--- src/rtl/mem_arbiter_rr_pkg.sv ---
// Shared types and constants for the round-robin RAM arbiter.
// Imported by the interface, the pick sub-module and the top.
package mem_arb_pkg;

   typedef enum logic [1:0] {
      IDLE  = 2'd0,
      GRANT = 2'd1,
      TB    = 2'd2
   } arb_state_t;

   localparam int DEF_TIMEOUT = 64;

   // Index width for n items; never 0 so a one-entry index still has a bit.
   function automatic int idx_w(input int n);
      return (n > 1) ? $clog2(n) : 1;
   endfunction

endpackage

--- src/rtl/mem_arbiter_rr_if.sv ---
// Bus bundle around the arbiter: channel side, testbench override and RAM port.
// The arbiter uses the slave modport; its environment uses master.
interface mem_arbiter_rr_if
   import mem_arb_pkg::*;
#(
   parameter int NCH = 2,
   parameter int AW  = 32,
   parameter int DW  = 32
);
   logic [NCH-1:0]          req_ren;
   logic [NCH-1:0]          req_wen;
   logic [NCH*AW-1:0]       req_addr;
   logic [NCH*DW-1:0]       req_store;
   logic [NCH-1:0]          req_ready;
   logic [NCH-1:0]          req_err;
   logic [DW-1:0]           req_load;

   logic                    tb_ctrl;
   logic                    tb_ren;
   logic                    tb_wen;
   logic [AW-1:0]           tb_addr;
   logic [DW-1:0]           tb_store;

   logic                    ram_ren;
   logic                    ram_wen;
   logic [AW-1:0]           ram_addr;
   logic [DW-1:0]           ram_store;
   logic [DW-1:0]           ram_load;
   logic                    ram_ready;

   logic [idx_w(NCH)-1:0]   grant_id;
   logic                    busy;

   modport slave (
      input  req_ren, req_wen, req_addr, req_store,
      input  tb_ctrl, tb_ren, tb_wen, tb_addr, tb_store,
      input  ram_load, ram_ready,
      output req_ready, req_err, req_load,
      output ram_ren, ram_wen, ram_addr, ram_store,
      output grant_id, busy
   );

   modport master (
      output req_ren, req_wen, req_addr, req_store,
      output tb_ctrl, tb_ren, tb_wen, tb_addr, tb_store,
      output ram_load, ram_ready,
      input  req_ready, req_err, req_load,
      input  ram_ren, ram_wen, ram_addr, ram_store,
      input  grant_id, busy
   );

endinterface

--- src/rtl/mem_arbiter_rr_rr_pick.sv ---
// Combinational round-robin pick: first requester after i_last, wrapping mod NCH.
// Uses a doubled request vector so the wrap needs no modulo in the scan.
module rr_pick
   import mem_arb_pkg::*;
#(
   parameter int NCH = 2
) (
   input  logic [NCH-1:0]          i_req,
   input  logic [idx_w(NCH)-1:0]   i_last,
   output logic [idx_w(NCH)-1:0]   o_win,
   output logic                    o_valid
);
   localparam int IW = idx_w(NCH);

   logic [2*NCH-1:0] w_dbl;

   assign w_dbl = {i_req, i_req};

   // The window (i_last, i_last+NCH] sees every channel once, starting just
   // after the last grant; scanning downward leaves the lowest hit in o_win.
   // NOTE: every always_comb output gets a default first, so no path can
   // leave it unassigned and infer a latch.
   always_comb begin
      o_win   = '0;
      o_valid = 1'b0;
      for (int j = 2*NCH-1; j >= 0; j--) begin
         if (w_dbl[j] && (j > int'(i_last)) && (j <= int'(i_last) + NCH)) begin
            o_valid = 1'b1;
            o_win   = IW'(j % NCH);
         end
      end
   end

endmodule

--- src/rtl/mem_arbiter_rr.sv ---
// N-channel round-robin arbiter for a single RAM port, with a testbench
// override path and a per-transaction timeout.
module mem_arbiter_rr
   import mem_arb_pkg::*;
#(
   parameter int NCH     = 2,
   parameter int AW      = 32,
   parameter int DW      = 32,
   parameter int TIMEOUT = DEF_TIMEOUT
) (
   input logic               CLK,
   input logic               nRST,
   mem_arbiter_rr_if.slave   io_bus
);
   localparam int IW = idx_w(NCH);
   localparam int CW = idx_w(TIMEOUT);

   arb_state_t      r_state;
   arb_state_t      w_next_state;
   logic [IW-1:0]   r_grant_id;
   logic [IW-1:0]   r_last_grant;
   logic [CW-1:0]   r_cnt;

   logic [NCH-1:0]  w_req;
   logic [IW-1:0]   w_win;
   logic            w_valid;
   logic            w_take;
   logic            w_done;

   assign w_req = io_bus.req_ren | io_bus.req_wen;

   rr_pick #(.NCH(NCH)) u_pick (
      .i_req   (w_req),
      .i_last  (r_last_grant),
      .o_win   (w_win),
      .o_valid (w_valid)
   );

   // NOTE: state is reset asynchronously, so the combinational ram strobes
   // drop the moment nRST goes low, without waiting for a clock.
   always_ff @(posedge CLK or negedge nRST) begin
      if (!nRST) begin
         r_state <= IDLE;
      end else begin
         r_state <= w_next_state;
      end
   end

   // NOTE: sequential state uses <= so every register samples pre-edge values.
   always_ff @(posedge CLK or negedge nRST) begin
      if (!nRST) begin
         r_last_grant <= IW'(NCH-1);
         r_grant_id   <= '0;
         r_cnt        <= '0;
      end else begin
         if (w_take) begin
            r_grant_id <= w_win;
            r_cnt      <= '0;
         end else if (r_state == GRANT) begin
            r_cnt <= r_cnt + 1'b1;
         end
         if (w_done) begin
            r_last_grant <= r_grant_id;
         end
      end
   end

   always_comb begin
      w_next_state     = r_state;
      w_take           = 1'b0;
      w_done           = 1'b0;
      io_bus.req_ready = '0;
      io_bus.req_err   = '0;
      io_bus.ram_ren   = 1'b0;
      io_bus.ram_wen   = 1'b0;
      io_bus.ram_addr  = '0;
      io_bus.ram_store = '0;
      case (r_state)
         IDLE: begin
            if (io_bus.tb_ctrl) begin
               w_next_state = TB;
            end else if (w_valid) begin
               w_take       = 1'b1;
               w_next_state = GRANT;
            end
         end
         GRANT: begin
            // Write wins when a channel raises both strobes.
            io_bus.ram_wen   = io_bus.req_wen[r_grant_id];
            io_bus.ram_ren   = io_bus.req_ren[r_grant_id] & ~io_bus.req_wen[r_grant_id];
            io_bus.ram_addr  = io_bus.req_addr[int'(r_grant_id)*AW +: AW];
            io_bus.ram_store = io_bus.req_store[int'(r_grant_id)*DW +: DW];
            if (io_bus.ram_ready) begin
               io_bus.req_ready[r_grant_id] = 1'b1;
               w_done       = 1'b1;
               w_next_state = IDLE;
            end else if (!w_req[r_grant_id]) begin
               w_next_state = IDLE;
            end else if (r_cnt == CW'(TIMEOUT-1)) begin
               io_bus.req_err[r_grant_id] = 1'b1;
               w_done       = 1'b1;
               w_next_state = IDLE;
            end
         end
         TB: begin
            io_bus.ram_ren   = io_bus.tb_ren;
            io_bus.ram_wen   = io_bus.tb_wen;
            io_bus.ram_addr  = io_bus.tb_addr;
            io_bus.ram_store = io_bus.tb_store;
            if (!io_bus.tb_ctrl) begin
               w_next_state = IDLE;
            end
         end
         default: w_next_state = IDLE;
      endcase
   end

   assign io_bus.req_load = io_bus.ram_load;
   assign io_bus.grant_id = r_grant_id;
   assign io_bus.busy     = (r_state != IDLE);

endmodule

--- src/flat_wrapper.sv ---
// flat-port wrapper written by rule: the top's interface ports become plain ports
module mem_arbiter_rr_flat import mem_arb_pkg::*;
#(
   parameter int NCH     = 2,
   parameter int AW      = 32,
   parameter int DW      = 32,
   parameter int TIMEOUT = DEF_TIMEOUT
)
  (CLK, nRST, io_bus_req_ren, io_bus_req_wen, io_bus_req_addr, io_bus_req_store, io_bus_tb_ctrl, io_bus_tb_ren, io_bus_tb_wen, io_bus_tb_addr, io_bus_tb_store, io_bus_ram_load, io_bus_ram_ready, io_bus_req_ready, io_bus_req_err, io_bus_req_load, io_bus_ram_ren, io_bus_ram_wen, io_bus_ram_addr, io_bus_ram_store, io_bus_grant_id, io_bus_busy);
  mem_arbiter_rr_if #(.NCH(NCH), .AW(AW), .DW(DW)) io_bus_i ();
  input logic CLK;
  input logic nRST;
  input wire logic [$bits(io_bus_i.req_ren)-1:0] io_bus_req_ren;
  input wire logic [$bits(io_bus_i.req_wen)-1:0] io_bus_req_wen;
  input wire logic [$bits(io_bus_i.req_addr)-1:0] io_bus_req_addr;
  input wire logic [$bits(io_bus_i.req_store)-1:0] io_bus_req_store;
  input wire logic [$bits(io_bus_i.tb_ctrl)-1:0] io_bus_tb_ctrl;
  input wire logic [$bits(io_bus_i.tb_ren)-1:0] io_bus_tb_ren;
  input wire logic [$bits(io_bus_i.tb_wen)-1:0] io_bus_tb_wen;
  input wire logic [$bits(io_bus_i.tb_addr)-1:0] io_bus_tb_addr;
  input wire logic [$bits(io_bus_i.tb_store)-1:0] io_bus_tb_store;
  input wire logic [$bits(io_bus_i.ram_load)-1:0] io_bus_ram_load;
  input wire logic [$bits(io_bus_i.ram_ready)-1:0] io_bus_ram_ready;
  output wire logic [$bits(io_bus_i.req_ready)-1:0] io_bus_req_ready;
  output wire logic [$bits(io_bus_i.req_err)-1:0] io_bus_req_err;
  output wire logic [$bits(io_bus_i.req_load)-1:0] io_bus_req_load;
  output wire logic [$bits(io_bus_i.ram_ren)-1:0] io_bus_ram_ren;
  output wire logic [$bits(io_bus_i.ram_wen)-1:0] io_bus_ram_wen;
  output wire logic [$bits(io_bus_i.ram_addr)-1:0] io_bus_ram_addr;
  output wire logic [$bits(io_bus_i.ram_store)-1:0] io_bus_ram_store;
  output wire logic [$bits(io_bus_i.grant_id)-1:0] io_bus_grant_id;
  output wire logic [$bits(io_bus_i.busy)-1:0] io_bus_busy;
  assign io_bus_i.req_ren = io_bus_req_ren;
  assign io_bus_i.req_wen = io_bus_req_wen;
  assign io_bus_i.req_addr = io_bus_req_addr;
  assign io_bus_i.req_store = io_bus_req_store;
  assign io_bus_i.tb_ctrl = io_bus_tb_ctrl;
  assign io_bus_i.tb_ren = io_bus_tb_ren;
  assign io_bus_i.tb_wen = io_bus_tb_wen;
  assign io_bus_i.tb_addr = io_bus_tb_addr;
  assign io_bus_i.tb_store = io_bus_tb_store;
  assign io_bus_i.ram_load = io_bus_ram_load;
  assign io_bus_i.ram_ready = io_bus_ram_ready;
  assign io_bus_req_ready = io_bus_i.req_ready;
  assign io_bus_req_err = io_bus_i.req_err;
  assign io_bus_req_load = io_bus_i.req_load;
  assign io_bus_ram_ren = io_bus_i.ram_ren;
  assign io_bus_ram_wen = io_bus_i.ram_wen;
  assign io_bus_ram_addr = io_bus_i.ram_addr;
  assign io_bus_ram_store = io_bus_i.ram_store;
  assign io_bus_grant_id = io_bus_i.grant_id;
  assign io_bus_busy = io_bus_i.busy;
  mem_arbiter_rr #(.NCH(NCH), .AW(AW), .DW(DW), .TIMEOUT(TIMEOUT)) u_core (.CLK(CLK), .nRST(nRST), .io_bus(io_bus_i));
endmodule
--- config.mk ---
export PLATFORM = sky130hd
export DESIGN_NAME = mem_arbiter_rr_flat
export DESIGN_NICKNAME = d
export VERILOG_FILES = /design/src/rtl/mem_arbiter_rr_pkg.sv /design/src/rtl/mem_arbiter_rr_if.sv /design/src/rtl/mem_arbiter_rr_rr_pick.sv /design/src/rtl/mem_arbiter_rr.sv /design/src/flat_wrapper.sv
export SDC_FILE = /design/constraint.sdc
export NUM_CORES = 1
export LEC_CHECK = 0
export BUFFER_PORTS_ARGS = -buffer_cell sky130_fd_sc_hd__buf_2
export CORE_AREA = 10 10 125 127
export DETAILED_ROUTE_END_ITERATION = 6
export DIE_AREA = 0 0 135 137
export PLACE_DENSITY = 0.59
export SLEW_MARGIN = 5
export SYNTH_ARGS = -nofsm -noshare
export SYNTH_HDL_FRONTEND = slang
export SYNTH_SLANG_ARGS = --single-unit
--- constraint.sdc ---
create_clock -name CLK -period 5.2 [get_ports CLK]
set_input_delay 1.04 -clock CLK [delete_from_list [all_inputs] [get_ports CLK]]
set_output_delay 1.04 -clock CLK [all_outputs]
set_load 0.005 [all_outputs]
==> metrics.md <==
| Metric | Value |
|---|---|
| Power Dens Cells | `395 nW/µm²` |
| Initial antenna violation count | `0` |
| Post-synth top cells | `nand2_1 (53), mux2i_1 (49), and2_1 (48)` |
| Internal power | `807 µW` |
| Max Clk Rate | `291 MHz` |
| RR Endpoint | `u_core.r_last_grant$_DFFE_PN1P_` |
| Max-slew headroom | `0.356` |
| Setup TNS | `0 ns` |
| H-Tree Depth | `1` |
| R2R depth | `4` |
| Drt first pass iters | `4` |
| Via count | `3386` |
| Fin. Hold Viols | `0` |
| Die area | `18500 µm²` |
| Mapped Cells | `376` |
| Gr usage total | `0.125` |
| R2R Setup Slk | `3.10 ns` |
| Syn Nets | `614` |
| Crit path launch type | `flip-flop` |
| Post-synthesis register bit count | `10` |
| Port Buffers | `273` |
| Most frequent cell after synthesis | `nand2_1` |
| Final period demand of the worst path | `3.44 ns` |
| Dpl hpwl | `10900 µm` |
| Worst-Margin Slew | `0.967 ns` |
| CP endpoint kind | `output port` |
| Post-synth top flop | `dfrtp_1` |
| DRT antenna net count | `0` |
| Critical setup path kind | `reg2out` |
| Cell Rows | `42` |
| IO Count | `338` |
| Comb power frac | `0.764` |
| CP max stage delay | `1.01 ns` |
| Final setup fails | `0` |
| Clock sink total | `10` |
| Final Cycle Share | `0.661` |
| IR Drop Worst-Case VDD | `0.000491 V` |
| Worst Hold Depth | `1` |
| Switching part of the total | `0.486` |
| TritonCTS Buffers | `3` |
| Ys Warns | `0` |
| Vias per inst | `4.40` |
| Reg-to-Reg Start | `u_core.io_bus.grant_id$_DFFE_PN0N_` |
| Total Power | `1570 µW` |
| Worst Skew | `0.00253 ns` |
| Worst path top cell family by delay | `flip-flops` |
| Worst Path Buf+Inv | `2` |
| Aggregate global routing overflow | `0` |
| Share of layout cells above drive strength 1 | `0.512` |
| DR WL/cell | `16.9 µm` |
| Register area share after synthesis | `0.0930` |
| Number of remaining DRC errors | `0` |
| Synth unique cells | `38` |
| Nets | `833` |
| Clk slew on worst S/H paths | `0.04 ns` |
| Layout filler cell count | `1444` |
| Flop pwr share | `0.137` |
| HP Class | `reg2reg` |
| CP max-delay cell | `dfrtp_4` |
| Diodes inserted | `0` |
| RSZ-0062 raised after global routing | `false` |
| Mapped Area | `2700 µm²` |
| Die Height | `137 µm` |
| Worst Hold End | `u_core.r_state[1]$_DFFE_PN0P_` |
| # Max-Cap Violations | `0` |
| Critical path arrival | `2.40 ns` |
| Vias in the first global route | `3402` |
| Hold Startpoint | `u_core.r_state[1]$_DFFE_PN0P_` |
| EDFF count, synth | `0` |
| Final WL | `13000 µm` |
| Net Sw Power | `763 µW` |
| Root Buffer | `clkbuf_16` |
| Crit path cell chain | `buf_4 -> mux2i_1 -> o21ai_1 -> and2_1 -> buf_2` |
| Multi-input logic area | `1990 µm²` |
| Fin. max-slew vios | `0` |
| DR iter-0 viols | `126` |
| Synth async-reset ratio | `1.00` |
| Post-CTS Setup Inserts | `0` |
| Critical Path RT | `4.16 ns` |
| Largest net degree at the start of global routing | `62` |
| Syn_area_per_cell | `7.19 µm²` |
| Synth area leaders | `mux2i_1 (18%), and2_1 (11%), buf_4 (9.4%), dfrtp_1 (8.3%), o21ai_1 (7.6%)` |
| Clock Latency Late Sink | `0.24 ns` |
| Area Growth Syn to Fin | `47.0%` |
| Global-route wire length before repair | `18900 µm` |
| Status | `completed` |
| Synth area leader | `mux2i_1` |
| Post-CTS sizing | `0` |
| Clock power share | `0.099` |
| Crit Path Max Fanout | `61` |
| Reg area | `255 µm²` |
| Core ar. | `13100 µm²` |
| Initial Utilization | `0.207` |
| Clock buffer depth | `2` |
| Leakage power | `0.00222 µW` |
| CTS tree | `done` |
| Die Width | `135 µm` |
| Final RePlAce weighted congestion | `0.895` |
| Yosys top cell area share | `0.181` |
| Post-CTS Hold Buffers | `0` |
## cells by family (layout without fill, tap and decap cells)
| group | after synthesis | after routing | synth area share |
|---|---|---|---|
| fa+ha+maj | 4 | 4 | 0.0185 |
| buf+inv | 69 | 287 | 0.172 |
| compound gates | 77 | 77 | 0.170 |
| flops | 10 | 10 | 0.0930 |
| xor+xnor | 4 | 4 | 0.0130 |
| mux | 68 | 68 | 0.261 |
| simple gates | 144 | 144 | 0.273 |
## power groups by stage
| stage | logic, µW | registers (µW) | clock network, µW |
|---|---|---|---|
| after floorplan | 973 | 117 | 0 |
| after global placement | 1220 | 217 | 0 |
| after detailed placement | 1220 | 219 | 0 |
| after CTS | 1230 | 218 | 157 |
| after global routing | 1350 | 227 | 159 |
| final | 1200 | 216 | 155 |
## state kept, by name, summed over array words and instances, names as in the netlist
register and cells:
u_core.r_state 2, u_core.r_cnt 6, u_core.r_last_grant 1, u_core.io_bus.grant_id 1
## worst register-to-register path, cell delays in order, from the launching register on
cell and delay (ns):
dfrtp_4 1.01, nor3_1 0.22, a2111oi_2 0.37, o21ai_1 0.10, mux2_1 0.32
## final cells by class
type | instances | share of cell area
Inverter | 6 | 0.00567
Clock buffer | 4 | 0.0224
Multi-Input combinational cell | 297 | 0.501
Tap cell | 176 | 0.0554
Timing Repair Buffer | 277 | 0.351
Sequential cell | 10 | 0.0642
## through the flow
stage | hold slack [ns] | cells | worst slack (ns) | util | instance area, µm²
after floorplan | 0.512 | 376 | 2.63 | - | 2700
after global placement | 0.546 | 766 | 2.04 | 0.297 | 3880
after detailed placement | 0.547 | 766 | 2.01 | 0.297 | 3880
after CTS | 0.557 | 770 | 1.75 | 0.304 | 3970
after global routing | 0.595 | 770 | 1.53 | 0.304 | 3970
final | 0.553 | 770 | 1.76 | 0.304 | 3970
## metal layers
metal,vias to the layer above,global-route usage,wire (µm)
met5,-,0,0
met1,1506,0.142,4920
met4,0,0.0221,167
met2,168,0.226,6640
met3,19,0.0389,1320
li1,1693,-,-
## placed cells by master (no fill, tap or decap), drive strengths merged, types with 2 or more instances in the layout
| cell | count |
|---|---|
| buf | 277 |
| nand2 | 53 |
| o21ai | 53 |
| mux2i | 49 |
| and2 | 48 |
| mux2 | 19 |
| nor2b | 18 |
| a22oi | 17 |
| nor2 | 12 |
| dfrtp | 9 |
| inv | 6 |
| ha | 4 |
| clkbuf | 4 |
| nand4 | 3 |
| nand2b | 3 |
| xor2 | 3 |
| a32oi | 2 |
| nor4 | 2 |
## worst max path at each step
stage / from / to / slack [ns] / cells after the start
floorplan: io_bus_req_ren[1] / io_bus_ram_ren / 2.63 / 3
global placement: u_core.r_state[0]$_DFFE_PN0P_ / io_bus_ram_addr[6] / 2.04 / 7
detailed placement: u_core.r_state[1]$_DFFE_PN0P_ / io_bus_ram_addr[21] / 2.01 / 5
CTS: u_core.r_state[1]$_DFFE_PN0P_ / io_bus_ram_addr[21] / 1.75 / 5
global route: u_core.r_state[1]$_DFFE_PN0P_ / io_bus_ram_store[22] / 1.53 / 5
finish: u_core.io_bus.grant_id$_DFFE_PN0N_ / io_bus_ram_addr[10] / 1.76 / 5
No activity file was read; power rests on OpenSTA's default activity.
